File: config.mk
export PLATFORM = sky130hd
export DESIGN_NAME = vpi_mem_fill_check
export DESIGN_NICKNAME = d
export VERILOG_FILES = /design/src/rtl/vpi_mem_pkg.sv /design/src/rtl/vpi_mem_array.sv /design/src/rtl/vpi_mem_fill_check.sv
export SDC_FILE = /design/constraint.sdc
export NUM_CORES = 1
export LEC_CHECK = 0
export BUFFER_PORTS_ARGS = -buffer_cell sky130_fd_sc_hd__buf_2
export CORE_MARGIN = 4
export CORE_UTILIZATION = 60
export DETAILED_ROUTE_END_ITERATION = 8
export PLACE_DENSITY = 0.78
export SYNTH_ARGS = -nofsm -noshare
export SYNTH_HDL_FRONTEND = slang
export SYNTH_SLANG_ARGS = --single-unit
File: constraint.sdc
create_clock -name clk -period 4.9 [get_ports clk]
set_clock_uncertainty 0.15 [all_clocks]
set_input_delay 1.47 -clock clk [delete_from_list [all_inputs] [get_ports clk]]
set_output_delay 1.47 -clock clk [all_outputs]
set_load 0.005 [all_outputs]
File: src/rtl/vpi_mem_pkg.sv
// Shared types and the fill pattern for the externally accessible memory test block.
package vpi_mem_pkg;

  typedef enum logic {
    OP_FILL  = 1'b0,
    OP_CHECK = 1'b1
  } op_e;

  typedef enum logic [1:0] {
    S_IDLE  = 2'd0,
    S_FILL  = 2'd1,
    S_CHECK = 2'd2,
    S_FIN   = 2'd3
  } state_e;

  // The pattern is computed at this fixed width and truncated by the caller,
  // so data widths up to 64 bits are supported.
  localparam int unsigned PATTERN_W = 64;

  // Expected word at an index: index plus seed, wrapping at the data width.
  function automatic logic [PATTERN_W-1:0] exp_word(input logic [PATTERN_W-1:0] idx,
                                                    input logic [PATTERN_W-1:0] seed);
    return idx + seed;
  endfunction

endpackage

File: src/rtl/vpi_mem_array.sv
// Memory array for the fill/check block. Entries 1..DEPTH are visible to an
// external agent; one write port for the fill walk and one registered read
// port that is shared between the check walk and the RTL-side read request.
module vpi_mem_array
  import vpi_mem_pkg::*;
#(
  parameter int DEPTH = 16,
  parameter int WIDTH = 32,
  parameter int AW    = 5
) (
  input  logic             clk,
  input  logic             rst_n,
  input  logic             wr_en_i,
  input  logic [AW-1:0]    wr_idx_i,
  input  logic [WIDTH-1:0] wr_data_i,
  input  logic             chk_en_i,
  input  logic [AW-1:0]    chk_idx_i,
  input  logic             rd_en_i,
  input  logic [AW-1:0]    rd_idx_i,
  output logic [WIDTH-1:0] rdata_o
);

  logic [WIDTH-1:0] mem [1:DEPTH];
  logic [WIDTH-1:0] rdata_q;
  logic             sel_en;
  logic [AW-1:0]    sel_idx;

  // The check walk owns the read port while it runs; otherwise the request port does.
  always_comb begin
    sel_en  = chk_en_i | rd_en_i;
    sel_idx = chk_en_i ? chk_idx_i : rd_idx_i;
  end

  // Storage write; contents are deliberately left unreset.
  always_ff @(posedge clk) begin
    if (wr_en_i) begin
      mem[wr_idx_i] <= wr_data_i;
    end
  end

  // Registered read, so data appears the cycle after the select.
  always_ff @(posedge clk or negedge rst_n) begin
    if (!rst_n) begin
      rdata_q <= '0;
    end else if (sel_en) begin
      rdata_q <= mem[sel_idx];
    end
  end

  assign rdata_o = rdata_q;

endmodule

File: src/rtl/vpi_mem_fill_check.sv
// Writer side of the memory-access test: fills the array with index+seed from
// the top index down, re-checks it on request to catch external writes, and
// serves a single-word read port while idle.
module vpi_mem_fill_check
  import vpi_mem_pkg::*;
#(
  parameter int DEPTH = 16,
  parameter int WIDTH = 32,
  parameter int IW    = 9
) (
  input  logic             clk,
  input  logic             rst_n,
  input  logic             cmd_valid,
  input  logic             cmd_op,
  input  logic [WIDTH-1:0] cmd_seed,
  output logic             cmd_ready,
  output logic             done,
  output logic [IW-1:0]    err_count,
  output logic [IW-1:0]    first_err_idx,
  input  logic             rd_req,
  input  logic [IW-1:0]    rd_idx,
  output logic             rd_ack,
  output logic [WIDTH-1:0] rd_data,
  output logic             rd_oob
);

  localparam int AW = $clog2(DEPTH + 1);

  state_e           state_q;
  logic [IW-1:0]    ptr_q;
  logic [WIDTH-1:0] seed_q;
  logic             cmd_ready_q;
  logic             done_q;
  logic [IW-1:0]    err_count_q;
  logic [IW-1:0]    err_count_d;
  logic [IW-1:0]    first_err_idx_q;
  logic [IW-1:0]    first_err_idx_d;
  logic             rd_ack_q;
  logic             rd_oob_q;
  logic             chk_v_q;
  logic [IW-1:0]    chk_idx_q;

  logic             cmd_accept;
  logic             rd_accept;
  logic             rd_inrange;
  logic             fill_we;
  logic             chk_rd;
  logic             chk_mismatch;
  logic [WIDTH-1:0] fill_word;
  logic [WIDTH-1:0] chk_word;
  logic [WIDTH-1:0] mem_rdata;

  // Pattern word for an index under a seed, truncated to the data width.
  function automatic logic [WIDTH-1:0] pattern(input logic [IW-1:0] idx,
                                               input logic [WIDTH-1:0] seed);
    logic [PATTERN_W-1:0] full;
    full = exp_word(PATTERN_W'(idx), PATTERN_W'(seed));
    return full[WIDTH-1:0];
  endfunction

  // Handshakes, walk controls and the checker compare for the current cycle.
  always_comb begin
    cmd_accept   = (state_q == S_IDLE) && cmd_valid;
    rd_accept    = (state_q == S_IDLE) && rd_req && !cmd_valid;
    rd_inrange   = (rd_idx != '0) && (rd_idx <= IW'(DEPTH));
    fill_we      = (state_q == S_FILL);
    chk_rd       = (state_q == S_CHECK) && (ptr_q != '0);
    fill_word    = pattern(ptr_q, seed_q);
    chk_word     = pattern(chk_idx_q, seed_q);
    chk_mismatch = chk_v_q && (mem_rdata != chk_word);
  end

  // Error bookkeeping: saturating count, and the first (highest) bad index.
  always_comb begin
    err_count_d     = err_count_q;
    first_err_idx_d = first_err_idx_q;
    if (chk_mismatch) begin
      if (err_count_q != {IW{1'b1}}) begin
        err_count_d = err_count_q + IW'(1);
      end
      if (err_count_q == '0) begin
        first_err_idx_d = chk_idx_q;
      end
    end
  end

  // Control FSM with registered handshake, status and read-port outputs.
  always_ff @(posedge clk or negedge rst_n) begin
    if (!rst_n) begin
      state_q         <= S_IDLE;
      ptr_q           <= '0;
      seed_q          <= '0;
      cmd_ready_q     <= 1'b1;
      done_q          <= 1'b0;
      err_count_q     <= '0;
      first_err_idx_q <= '0;
      rd_ack_q        <= 1'b0;
      rd_oob_q        <= 1'b0;
      chk_v_q         <= 1'b0;
      chk_idx_q       <= '0;
    end else begin
      done_q          <= 1'b0;
      rd_ack_q        <= rd_accept;
      rd_oob_q        <= rd_accept && !rd_inrange;
      chk_v_q         <= chk_rd;
      chk_idx_q       <= ptr_q;
      err_count_q     <= err_count_d;
      first_err_idx_q <= first_err_idx_d;

      case (state_q)
        S_IDLE: begin
          if (cmd_accept) begin
            seed_q      <= cmd_seed;
            ptr_q       <= IW'(DEPTH);
            cmd_ready_q <= 1'b0;
            if (op_e'(cmd_op) == OP_CHECK) begin
              state_q         <= S_CHECK;
              err_count_q     <= '0;
              first_err_idx_q <= '0;
            end else begin
              state_q <= S_FILL;
            end
          end
        end
        S_FILL: begin
          ptr_q <= ptr_q - IW'(1);
          if (ptr_q == IW'(1)) begin
            state_q <= S_FIN;
            done_q  <= 1'b1;
          end
        end
        S_CHECK: begin
          if (ptr_q != '0) begin
            ptr_q <= ptr_q - IW'(1);
          end else begin
            state_q <= S_FIN;
            done_q  <= 1'b1;
          end
        end
        S_FIN: begin
          state_q     <= S_IDLE;
          cmd_ready_q <= 1'b1;
        end
        default: begin
          state_q     <= S_IDLE;
          cmd_ready_q <= 1'b1;
        end
      endcase
    end
  end

  vpi_mem_array #(
    .DEPTH (DEPTH),
    .WIDTH (WIDTH),
    .AW    (AW)
  ) u_array (
    .clk       (clk),
    .rst_n     (rst_n),
    .wr_en_i   (fill_we),
    .wr_idx_i  (ptr_q[AW-1:0]),
    .wr_data_i (fill_word),
    .chk_en_i  (chk_rd),
    .chk_idx_i (ptr_q[AW-1:0]),
    .rd_en_i   (rd_accept && rd_inrange),
    .rd_idx_i  (rd_idx[AW-1:0]),
    .rdata_o   (mem_rdata)
  );

  assign cmd_ready     = cmd_ready_q;
  assign done          = done_q;
  assign err_count     = err_count_q;
  assign first_err_idx = first_err_idx_q;
  assign rd_ack        = rd_ack_q;
  assign rd_oob        = rd_oob_q;
  assign rd_data       = (rd_ack_q && !rd_oob_q) ? mem_rdata : '0;

endmodule

-- Yosys cells after proc, flatten, opt, wreduce, memory -nomap -nowiden
Memories as Yosys holds them, arrays and structs flattened. A register that Yosys moved wholly into a read port is not among the register bits.
Index checks and enable logic that the tools add are counted.
- RAM bits: 512
- register bits: 75
- memories: 1
- input bits: 46
- logic and storage cells: 78
- $add $sub $neg: 4
- magnitude comparators: 1
- bitwise gates (word level): 1
- reduce and logical (&&, ||, !) cells: 23
- multiplexer cells: 27
- equal/unequal tests: 10
- memories (name ; words ; bits a word ; rd ports ; clocked after Yosys merged registers in ; write ports ; RTL line ; source):
    u_array.mem ; 16 ; 32 ; 1 ; 1 ; 1 ; vpi_mem_array.sv:23 ; logic [WIDTH-1:0] mem [1:DEPTH];
- operators by type and width (kind ; number):
    $mux W9 ; 12
    $add A9 B32 Y32 ; 2
    $mux W32 ; 1
    $ne A32 B32 Y1 ; 1
    $pmux W9 S3 ; 1
    $reduce_bool A9 Y1 ; 2
    $add A9 B1 Y9 const B ; 1
    $eq A9 B1 Y1 const B ; 1
    $le A9 B5 Y1 const B ; 1
    $logic_and A1 B1 Y1 ; 9
    $logic_not A9 Y1 ; 1
    $ne A9 B9 Y1 const B ; 1
    $sub A9 B1 Y9 const B ; 1
    $mux W2 ; 4
    $pmux W2 S4 ; 1
    $reduce_and A3 Y1 ; 2
    $mux W1 ; 5
    $mux W5 ; 1
    $eq A2 B2 Y1 const B ; 2
    $logic_not A1 Y1 ; 4
    $ne A2 B1 Y1 const B ; 2
    $ne A2 B2 Y1 const B ; 2
    $pmux W1 S2 ; 2
    $reduce_and A2 Y1 ; 2
    other kinds (5) ; 5

-- Longest topological paths before layout
Gate-level depths: netlist of the first run.
- depth after elaboration: 7
- depth in mapped cells: 14
- depth with buffers taken out: 12

-- Cells and area by module
Synthesis of the first run repeated with hierarchy kept, for this count alone.
- cell total of the unflattened synthesis: 2546
- area, all modules: 30500.5 sq um
- modules (own cells, without submodules) (module ; times used ; seq. area each (sq um) ; area an instance (sq um) ; cells an instance):
    vpi_mem_array ; 1 ; 16175.5 ; 24841.3 ; 1925
    vpi_mem_fill_check ; 1 ; 1878.1 ; 5659.2 ; 621

-- Worst setup path after synthesis of the first run
Ideal clock, no wire load.
- kind: reg2reg
- start point: register ptr_q[0]
- end point: memory u_array.mem[10][20], data pin
- clock period less this slack: 3509 ps
- cell stages (with the launch flop): 13
- data arrival time: 3070 ps
- slack: 1391 ps
- cells stage by stage: dfrtp_1 > ha_1 > inv_1 > fa_1 > nor2b_1 > o21ai_0 > a21boi_0 > o21ai_0 > a21boi_0 > o211a_1 > o21ai_1 > nor3_1 > xor2_1
- word-level cells in the longest chain between the ends: 1
- ends and longest elaborated chain (item ; RTL line ; source):
    start: declaration ; vpi_mem_fill_check.sv:30 ; logic [IW-1:0] ptr_q;
    start signal: assignment ; vpi_mem_fill_check.sv:114 ; ptr_q <= IW'(DEPTH);
    start signal: assignment ; vpi_mem_fill_check.sv:126 ; ptr_q <= ptr_q - IW'(1);
    start signal: assignment ; vpi_mem_fill_check.sv:134 ; ptr_q <= ptr_q - IW'(1);
    $add A9 B32 Y32 ; vpi_mem_pkg.sv:23 ; return idx + seed;
    named net fill_word[20] ; vpi_mem_fill_check.sv:49 ; logic [WIDTH-1:0] fill_word;
    end: declaration ; vpi_mem_array.sv:23 ;
The timed path passes the listed nets, and every way through them passes these cells.

-- Worst setup path after layout of the first run
- start point: register ptr_q[0]
- end point: memory u_array.mem[7][18], data pin
The elaborated chain is that of the path after synthesis.

==> results by group, run 1 <==
Outcome
  • Status: finished, final reports clean

STA
  • Worst-Margin Slew: ~1.3 ns
  • Peak Freq: 0.2256 GHz
  • Hold Worst Slack: 0.3093 ns
  • Setup TNS: 0 ns
  • Endpoints failing hold: 0
  • Final Max Slew Viols: 0
  • # setup viols final: 0
  • Tcrit/Tclk final: 0.9046
  • RSZ-0062 raised after global routing: false
  • Period minus WS final: 4.432 ns
  • Rel. slew slack: 0.1126

Detailed routing
  • DRT iter0 DRCs: 2,120
  • Antenna viol nets, final: 0
  • Routed WL per cell: 29.44 µm
  • Drt total wl: 69,030 µm
  • Via/cell ratio: 6.612
  • Via count: 15,510
  • Router iterations before antenna repair: 5
  • Remaining DRCs: 0

Setup path
  • Critical Path Fanout Max: 16
  • Startpoint types: register
  • Crit-path cells: ha_1 > inv_1 > fa_1 > nor2b_1 > o21ai_0 > a21boi_0 > o21ai_0 > a21boi_0 > o211a_1 > o21ai_1 > nor2_1 > xor2_1
  • CP peak stage delay: ~0.9 ns
  • Critical R2R Capture: u_array.mem[7][18]$_DFFE_PP_
  • Arr. time, crit path: about 4.6 ns
  • Critical R2R Launch: ptr_q[0]$_DFFE_PN0P_
  • Endpoint class of the critical path: register
  • Critical Path Stages: 12
  • CP startpoint: ptr_q[0]$_DFFE_PN0P_
  • Worst setup path endpoint: u_array.mem[7][18]$_DFFE_PP_
  • Register-to-register path setup slack: 0.47 ns
  • Cells on worst reg2reg path: 12
  • Worst Path Required: 5.02 ns
  • WS Path Type: reg2reg
  • Critical-path top delay cell: xor2_1
  • CP top delay family: compound AO/OA/AOI/OAI gates
  • CP Buf/Inv Count: 1

Floorplanning
  • Die ar.: approximately 47,000 µm²
  • # rows: 76
  • I/O Pins: 100
  • Initial Utilization: 0.6081
  • Core area: 43,080 µm²
  • Die H: 216.9 µm
  • Die X: 216.9 µm

Finish
  • Final net count: ~1,800
  • Fillers: 2,672
  • Post-layout util: 0.6916
  • Synth-to-Final Area Change: 13.74%
  • Proportion of layout cells with a drive suffix above 1: 0.2626

Synth
  • Synth Register Bits: 619
  • Synth async-reset ratio: 0.1729
  • Netlist cell types: 75
  • Synth Net Count: 1,641
  • Post-synth EDFFs: 512
  • Post-Syn Area per Cell: 16.75 µm²
  • Post-Syn Instances: 1,564
  • Register area share after synthesis: 0.6893
  • Synthesized area: 26,190 µm²
  • Syn. warnings: 0
  • Top FF cell, synth: edfxtp_1

Power
  • Pwr/cell area: 665.8 nW/µm²
  • Leakage power: roughly 11 nW
  • Max VDD drop: between 0.3 and 0.4 mV
  • Total power: 19.84 mW

Placement
  • GP Congestion: 0.9667
  • Detailed Place HPWL: 42,080 µm
  • Port Buffer Count: 99

Global route
  • Vias in the first global route: 15,720
  • Initial antenna violation count: 0
  • GRT Util Overall: 0.2950
  • First-pass GRT wire length: between 100,000 and 150,000 µm
  • Largest net degree at the start of global routing: 66
  • GR Overflow Total: 0

Clocking
  • Setup repair bufs after CTS: 0
  • Worst skew pair latency: 0.63 ns
  • Root buf cell: clkbuf_16
  • Clock Pin Slew Worst Setup and Hold Paths: approximately 0.06 ns
  • Clock buffer depth: 3
  • Post-CTS resize count: 0
  • TritonCTS clock tree: yes
  • # hold bufs at CTS: 0
  • Clk sinks: 619
  • Inserted Clock Buffers: 60
  • Clock H-tree levels: 2

Min path
  • Hold path startpoint: ptr_q[7]$_DFFE_PN0P_
  • Hold Crit Class: reg2reg

Job
  • Max_cap viols: 0
[layer usage]
metal / vias to the layer above / share of wire / track usage / routed length, µm
met5: - / 0 / 0 / 0
met4: 0 / 0.038 / 0.1111 / 2655
met3: 200 / 0.11 / 0.05697 / 7579
met2: 1088 / 0.48 / 0.4779 / 33430
met1: 7830 / 0.37 / 0.4070 / 25370
li1: 6387 / - / - / -
[cell families after synthesis]
family / count (synthesis) / share of synthesized area
AOI/OAI and AO/OA: 168 / 0.04228
xor gates and xnor gates: 71 / 0.02374
adders and majority gates: 31 / 0.01538
buffers and inverters: 98 / 0.02302
DFF: 619 / 0.6893
muxes: 181 / 0.1326
and+or+nand+nor: 396 / 0.07376
[sequential cells by signal, summed over array words and instances, names as in the netlist]
name and count:
u_array.mem 512, seed_q 32, u_array.rdata_o 32, chk_idx_q 9, err_count 9, first_err_idx 9
ptr_q 9, state_q 2, chk_v_q 1, cmd_ready 1, done 1, rd_ack 1
rd_oob 1
[per-stage QoR]
stage	std cells	worst slack, ns	area [µm²]
after floorplan	1564	1.391	26190
after global placement	2231	0.7440	27600
after detailed placement	2231	0.5692	27600
after CTS	2344	0.5631	29790
after global routing	2344	0.08838	29790
final	2345	0.4677	29790
[Yosys cell counts, types with 9 or more instances]
master / number / area share
edfxtp_1: 512 / 0.59
mux4_2: 128 / 0.11
nand2_1: 117 / 0.017
dfrtp_1: 106 / 0.10
nor2_1: 103 / 0.015
nand3_1: 53 / 0.010
and2_1: 41 / 0.0098
xnor2_1: 41 / 0.014
o22ai_1: 40 / 0.0096
buf_2: 37 / 0.0071
mux2_2: 34 / 0.015
xor2_1: 30 / 0.010
ha_1: 29 / 0.014
o21ai_1: 27 / 0.0052
clkbuf_1: 21 / 0.0030
o21ai_0: 19 / 0.0036
a21oi_1: 18 / 0.0034
inv_1: 18 / 0.0026
mux2i_1: 17 / 0.0065
nand4_1: 11 / 0.0026
nor3_1: 11 / 0.0021
buf_6: 10 / 0.0043
a211oi_1: 9 / 0.0026
a21o_1: 9 / 0.0026
and3_1: 9 / 0.0021
nand2b_1: 9 / 0.0021
[final cells by class]
class / instances / area, µm² / share of cell area
inverter: 18 / 67.56 / 0.002268
clock inverter: 34 / 484.2 / 0.01625
sequential: 619 / 18050 / 0.6060
antenna: 1 / 2.502 / 0.00008399
multi-input combinational: 847 / 7676 / 0.2577
timing repair buffer: 162 / 1071 / 0.03595
tap: 585 / 732.0 / 0.02457
clock buffer: 79 / 1705 / 0.05724
[cells in the final DEF, fill, tap and decap left out, drive strengths merged, types with 12 or more instances in the layout]
cell,synthesis,final
mux2i,19,19
inv,18,20
clkbuf,21,79
xnor2,41,41
xor2,30,30
nand3,53,53
mux4,128,128
o22ai,40,40
nand4,13,13
ha,29,29
and2,41,41
nand2,117,117
buf,59,162
o21ai,46,46
edfxtp,512,512
nor3,13,13
dfrtp,106,106
mux2,34,34
clkinv,0,20
nor2,104,104
a21oi,18,18
bufinv,0,12
[how the worst min path moves through the flow]
stage | depth (start not counted) | endpoint | slack (ns)
after floorplan | 0 | chk_idx_q[3]$_DFF_PN0_ | 0.22
after global placement | 0 | chk_idx_q[7]$_DFF_PN0_ | 0.29
after detailed placement | 0 | chk_idx_q[7]$_DFF_PN0_ | 0.30
after CTS | 0 | chk_idx_q[7]$_DFF_PN0_ | 0.31
after global routing | 0 | chk_idx_q[7]$_DFF_PN0_ | 0.33
final | 0 | chk_idx_q[7]$_DFF_PN0_ | 0.31
[report_power, final]
group / leakage, nW / switching [mW] / internal (mW)
registers: 5.90 / 0.824 / 7.28
clock network: 1.09 / 1.99 / 3.08
logic: 3.53 / 4.07 / 2.60
total: 10.5 / 6.88 / 13.0
Power figures use the tool's default switching activity.
==> run 2: changes to the inputs <==
--- a/config.mk
+++ b/config.mk
@@ -5,6 +5,7 @@
 export SDC_FILE = /design/constraint.sdc
 export NUM_CORES = 1
 export LEC_CHECK = 0
+export ABC_AREA = 1
 export BUFFER_PORTS_ARGS = -buffer_cell sky130_fd_sc_hd__buf_2
 export CORE_MARGIN = 4
 export CORE_UTILIZATION = 60
==> run 2 against run 1 <==
  * Worst setup slack improved by 0.23 ns
  * Combinational power is 15% higher
  * Critical endpoint is now u_array.mem[15][29]$_DFFE_PP_
  * Largest power group unchanged
  * Maximum frequency up 5.6%
  * Final cell count rose by 42%
  * Synthesized cell count is 65% higher
==> results by group, run 2 <==
Job
  • Max_cap viols: 0 (unchanged)

STA
  • Setup slack after layout: 0.7023 ns (+0.2346 ns)
  • Final Max Slew Viols: 0 (unchanged)
  • Period minus WS final: 4.198 ns (-0.2346 ns)
  • RSZ-0062 raised after global routing: false
  • # setup viols final: 0 (unchanged)
  • Peak Freq: 0.2382 GHz (+5.6%)
  • Worst-Margin Slew: 1.253 ns (-0.06903 ns)
  • Rel. slew slack: 0.1630 (+0.05037)
  • Endpoints failing hold: 0 (unchanged)
  • Tcrit/Tclk final: 0.8567 (-0.04788)
  • Setup TNS: 0 ns (unchanged)

Clocking
  • Clk sinks: 619 (unchanged)
  • Post-CTS resize count: 0 (unchanged)
  • # hold bufs at CTS: 0 (unchanged)
  • Clock H-tree levels: 2 (unchanged)
  • TritonCTS clock tree: yes
  • Worst skew pair latency: 0.64 ns (about the same)
  • Inserted Clock Buffers: 60 (unchanged)
  • Setup repair bufs after CTS: 0 (unchanged)
  • Clock Pin Slew Worst Setup and Hold Paths: 0.06 ns (about the same)
  • Clock buffer depth: 3 (unchanged)
  • Root buf cell: clkbuf_16

Floorplanning
  • Core area: 45,670 µm² (+6.0%)
  • Die H: 223.5 µm (+3.0%)
  • # rows: 78 (+2.6%)
  • Die X: 223.5 µm (+3.0%)
  • Die ar.: 49,970 µm² (+6.2%)
  • I/O Pins: 100 (unchanged)
  • Initial Utilization: 0.6102 (+0.002183)

Global route
  • GR Overflow Total: 0 (unchanged)
  • Initial antenna violation count: 0 (unchanged)
  • GRT Util Overall: 0.2967 (+0.001737)
  • Vias in the first global route: 19,560 (+24%)
  • Largest net degree at the start of global routing: 129 (+95%)
  • First-pass GRT wire length: 114,200 µm (+12%)

Synth
  • Most numerous cell in the Yosys netlist: edfxtp_1
  • Synth top cells by count: edfxtp_1, nand2_1, o21ai_0, inv_1, nor2_1
  • Post-Syn Instances: 2,578 (+65%)
  • Register area share after synthesis: 0.6477 (-0.04152)
  • Post-synth EDFFs: 512 (unchanged)
  • Netlist cell types: 50 (-33%)
  • Post-Syn Area per Cell: 10.81 µm² (-35%)
  • Largest cells by area after synthesis: edfxtp_1, dfrtp_1, nand2_1
  • Top FF cell, synth: edfxtp_1
  • Syn. warnings: 0 (unchanged)
  • Synth Net Count: 2,655 (+62%)
  • Synthesized area: 27,870 µm² (+6.4%)
  • Synth async-reset ratio: 0.1729 (unchanged)
  • Synth Register Bits: 619 (unchanged)
  • Top cell type's share of synthesized area: 0.5516 (-0.03536)
  • Yosys top cell by area: edfxtp_1

Setup path
  • Register-to-register path setup slack: 0.70 ns (+0.23 ns)
  • Critical R2R Capture: u_array.mem[15][29]$_DFFE_PP_
  • Critical-path top delay cell: xor2_1
  • CP peak stage delay: 0.78 ns (-0.13 ns)
  • Critical R2R Launch: ptr_q[2]$_DFFE_PN0P_
  • Startpoint types: register
  • Endpoint class of the critical path: register
  • Critical Path Fanout Max: 16 (unchanged)
  • WS Path Type: reg2reg
  • Cell mode on critical path: nand2_1
  • Arr. time, crit path: 4.34 ns (-0.21 ns)
  • Crit-path cells: ha_1 > nand3_1 > nand2_1 > a21oi_1 > o21ai_0 > a21oi_1 > o21ai_0 > nand2_1 > nor2_1 > nand2_1 > nor2_1 > xor2_1
  • Worst Path Required: 5.05 ns (+0.03 ns)
  • Cells on worst reg2reg path: 12 (unchanged)

Finish
  • Commonest non-fill, non-tap cells in the layout: edfxtp_1, nand2_1, inv_1, o21ai_0, nor2_1
  • Largest Register: u_array.mem
  • Synth-to-Final Area Change: 11.47%
  • Proportion of layout cells with a drive suffix above 1: 0.1233 (-0.1393)
  • ANT cells: 0 (-1)
  • Post-layout util: 0.6803 (-0.01136)
  • Largest register FFs: 512 (unchanged)
  • Final net count: 2,749 (+54%)
  • Most common cell after layout, fill and taps aside: edfxtp_1

Min path
  • Hold Crit Class: reg2reg
  • Hold path startpoint: cmd_ready$_DFFE_PN1P_
  • Worst Hold End: cmd_ready$_DFFE_PN1P_
  • Hold path depth: 2 (+2)

Power
  • Leakage power: 12.33 nW (+17%)
  • Pwr/cell area: 646.9 nW/µm² (-2.8%)
  • Sw Pwr: 8.044 mW (+17%)
  • Sequential share of power: 0.391 (-0.018)
  • Int Power: 12.05 mW (-7.0%)
  • Sw Ratio: 0.4002 (+0.05342)
  • Comb pwr share: 0.382 (+0.046)
  • Max VDD drop: 1.142 mV (+210%)
  • Total power: 20.10 mW (+1.3%)
  • Clock network power share: 0.227 (-0.028)

Placement
  • Port Buffer Count: 99 (unchanged)
  • Pre-CTS setup slack: 0.8616 ns (+0.2924 ns)
  • GP Congestion: 1.015 (+5.0%)
  • Detailed Place HPWL: 45,410 µm (+7.9%)

Detailed routing
  • Antenna viol nets, final: 0 (unchanged)
  • Routed WL per cell: 22.73 µm (-23%)
  • Drt total wl: 75,570 µm (+9.5%)
  • Uppermost layer routed: met4
  • Wl on met1: 29,360 µm (+16%)
  • Via/cell ratio: 6.035 (-8.7%)
  • Router iterations before antenna repair: 6 (+1)
  • Remaining DRCs: 0 (unchanged)
  • Met2 Wirelength: 36,400 µm (+8.9%)
  • DRT iter0 DRCs: 2,484 (+17%)
  • Via count: 20,060 (+29%)
  • Met3 Wirelength: 7223 µm (-4.7%)

Outcome
  • Status: finished, final reports clean
-- run 2: area by class of cell --
| cell class | count | area [µm²] |
|---|---|---|
| Sequential cell | 619 | 18050 |
| Fill cell | 3246 | 14600 |
| Multi-Input combinational cell | 1550 | 8245 |
| Clock buffer | 88 | 1668 |
| Inverter | 278 | 1051 |
| Timing Repair Buffer | 163 | 1028 |
| Tap cell | 600 | 750.7 |
| Clock inverter | 26 | 272.8 |
-- run 2: critical path, delay by kind of cell, from the launching register on --
kind	cells	cell delay [ns]
compound gates	4	0.98
fa+ha+maj	1	0.40
simple gates	6	1.08
xor+xnor	1	0.78
flops	1	0.46
-- run 2: logic make-up after synthesis --
logic type | share of synthesized area
DFF | 0.6477
muxes | 0.003636
buffers and inverters | 0.06173
adders and majority gates | 0.01446
xor gates and xnor gates | 0.02074
AOI/OAI and AO/OA | 0.1163
and+or+nand+nor | 0.1354
-- run 2: how the worst max path moves through the flow --
stage	slack, ns	startpoint	endpoint
2_1_floorplan	1.14	ptr_q[1]$_DFFE_PN0P_	u_array.mem[16][0]$_DFFE_PP_
3_3_place_gp	0.92	rd_idx[1]	u_array.rdata_o[25]$_DFFE_PN0P_
3_5_place_dp	0.86	rd_idx[1]	u_array.rdata_o[25]$_DFFE_PN0P_
4_1_cts	0.85	ptr_q[2]$_DFFE_PN0P_	u_array.mem[15][29]$_DFFE_PP_
5_1_grt	0.46	ptr_q[2]$_DFFE_PN0P_	u_array.mem[8][29]$_DFFE_PP_
6_report	0.70	ptr_q[2]$_DFFE_PN0P_	u_array.mem[15][29]$_DFFE_PP_
-- run 2: power groups by stage --
stage,combinational (mW),clock (mW),sequential (mW)
3_3_place_gp,7.24,0,7.93
3_5_place_dp,7.48,0,7.94
6_report,7.67,4.57,7.86
2_1_floorplan,5.34,0,7.60
4_1_cts,7.57,4.60,7.84
5_1_grt,8.49,4.82,7.90
-- run 2: layer usage --
metal / vias up / GRT usage
met3: 194 / 0.05530
met2: 1092 / 0.4841
met4: 0 / 0.09624
li1: 9082 / -
met5: - / 0
met1: 9694 / 0.4110
-- run 2: stage by stage --
step | hold WS, ns | cells | instance area, µm²
3_3_place_gp | 0.3303 | 3210 | 29130
3_5_place_dp | 0.3339 | 3210 | 29130
4_1_cts | 0.3488 | 3324 | 31070
2_1_floorplan | 0.2632 | 2578 | 27870
5_1_grt | 0.3737 | 3324 | 31070
6_report | 0.3418 | 3324 | 31070
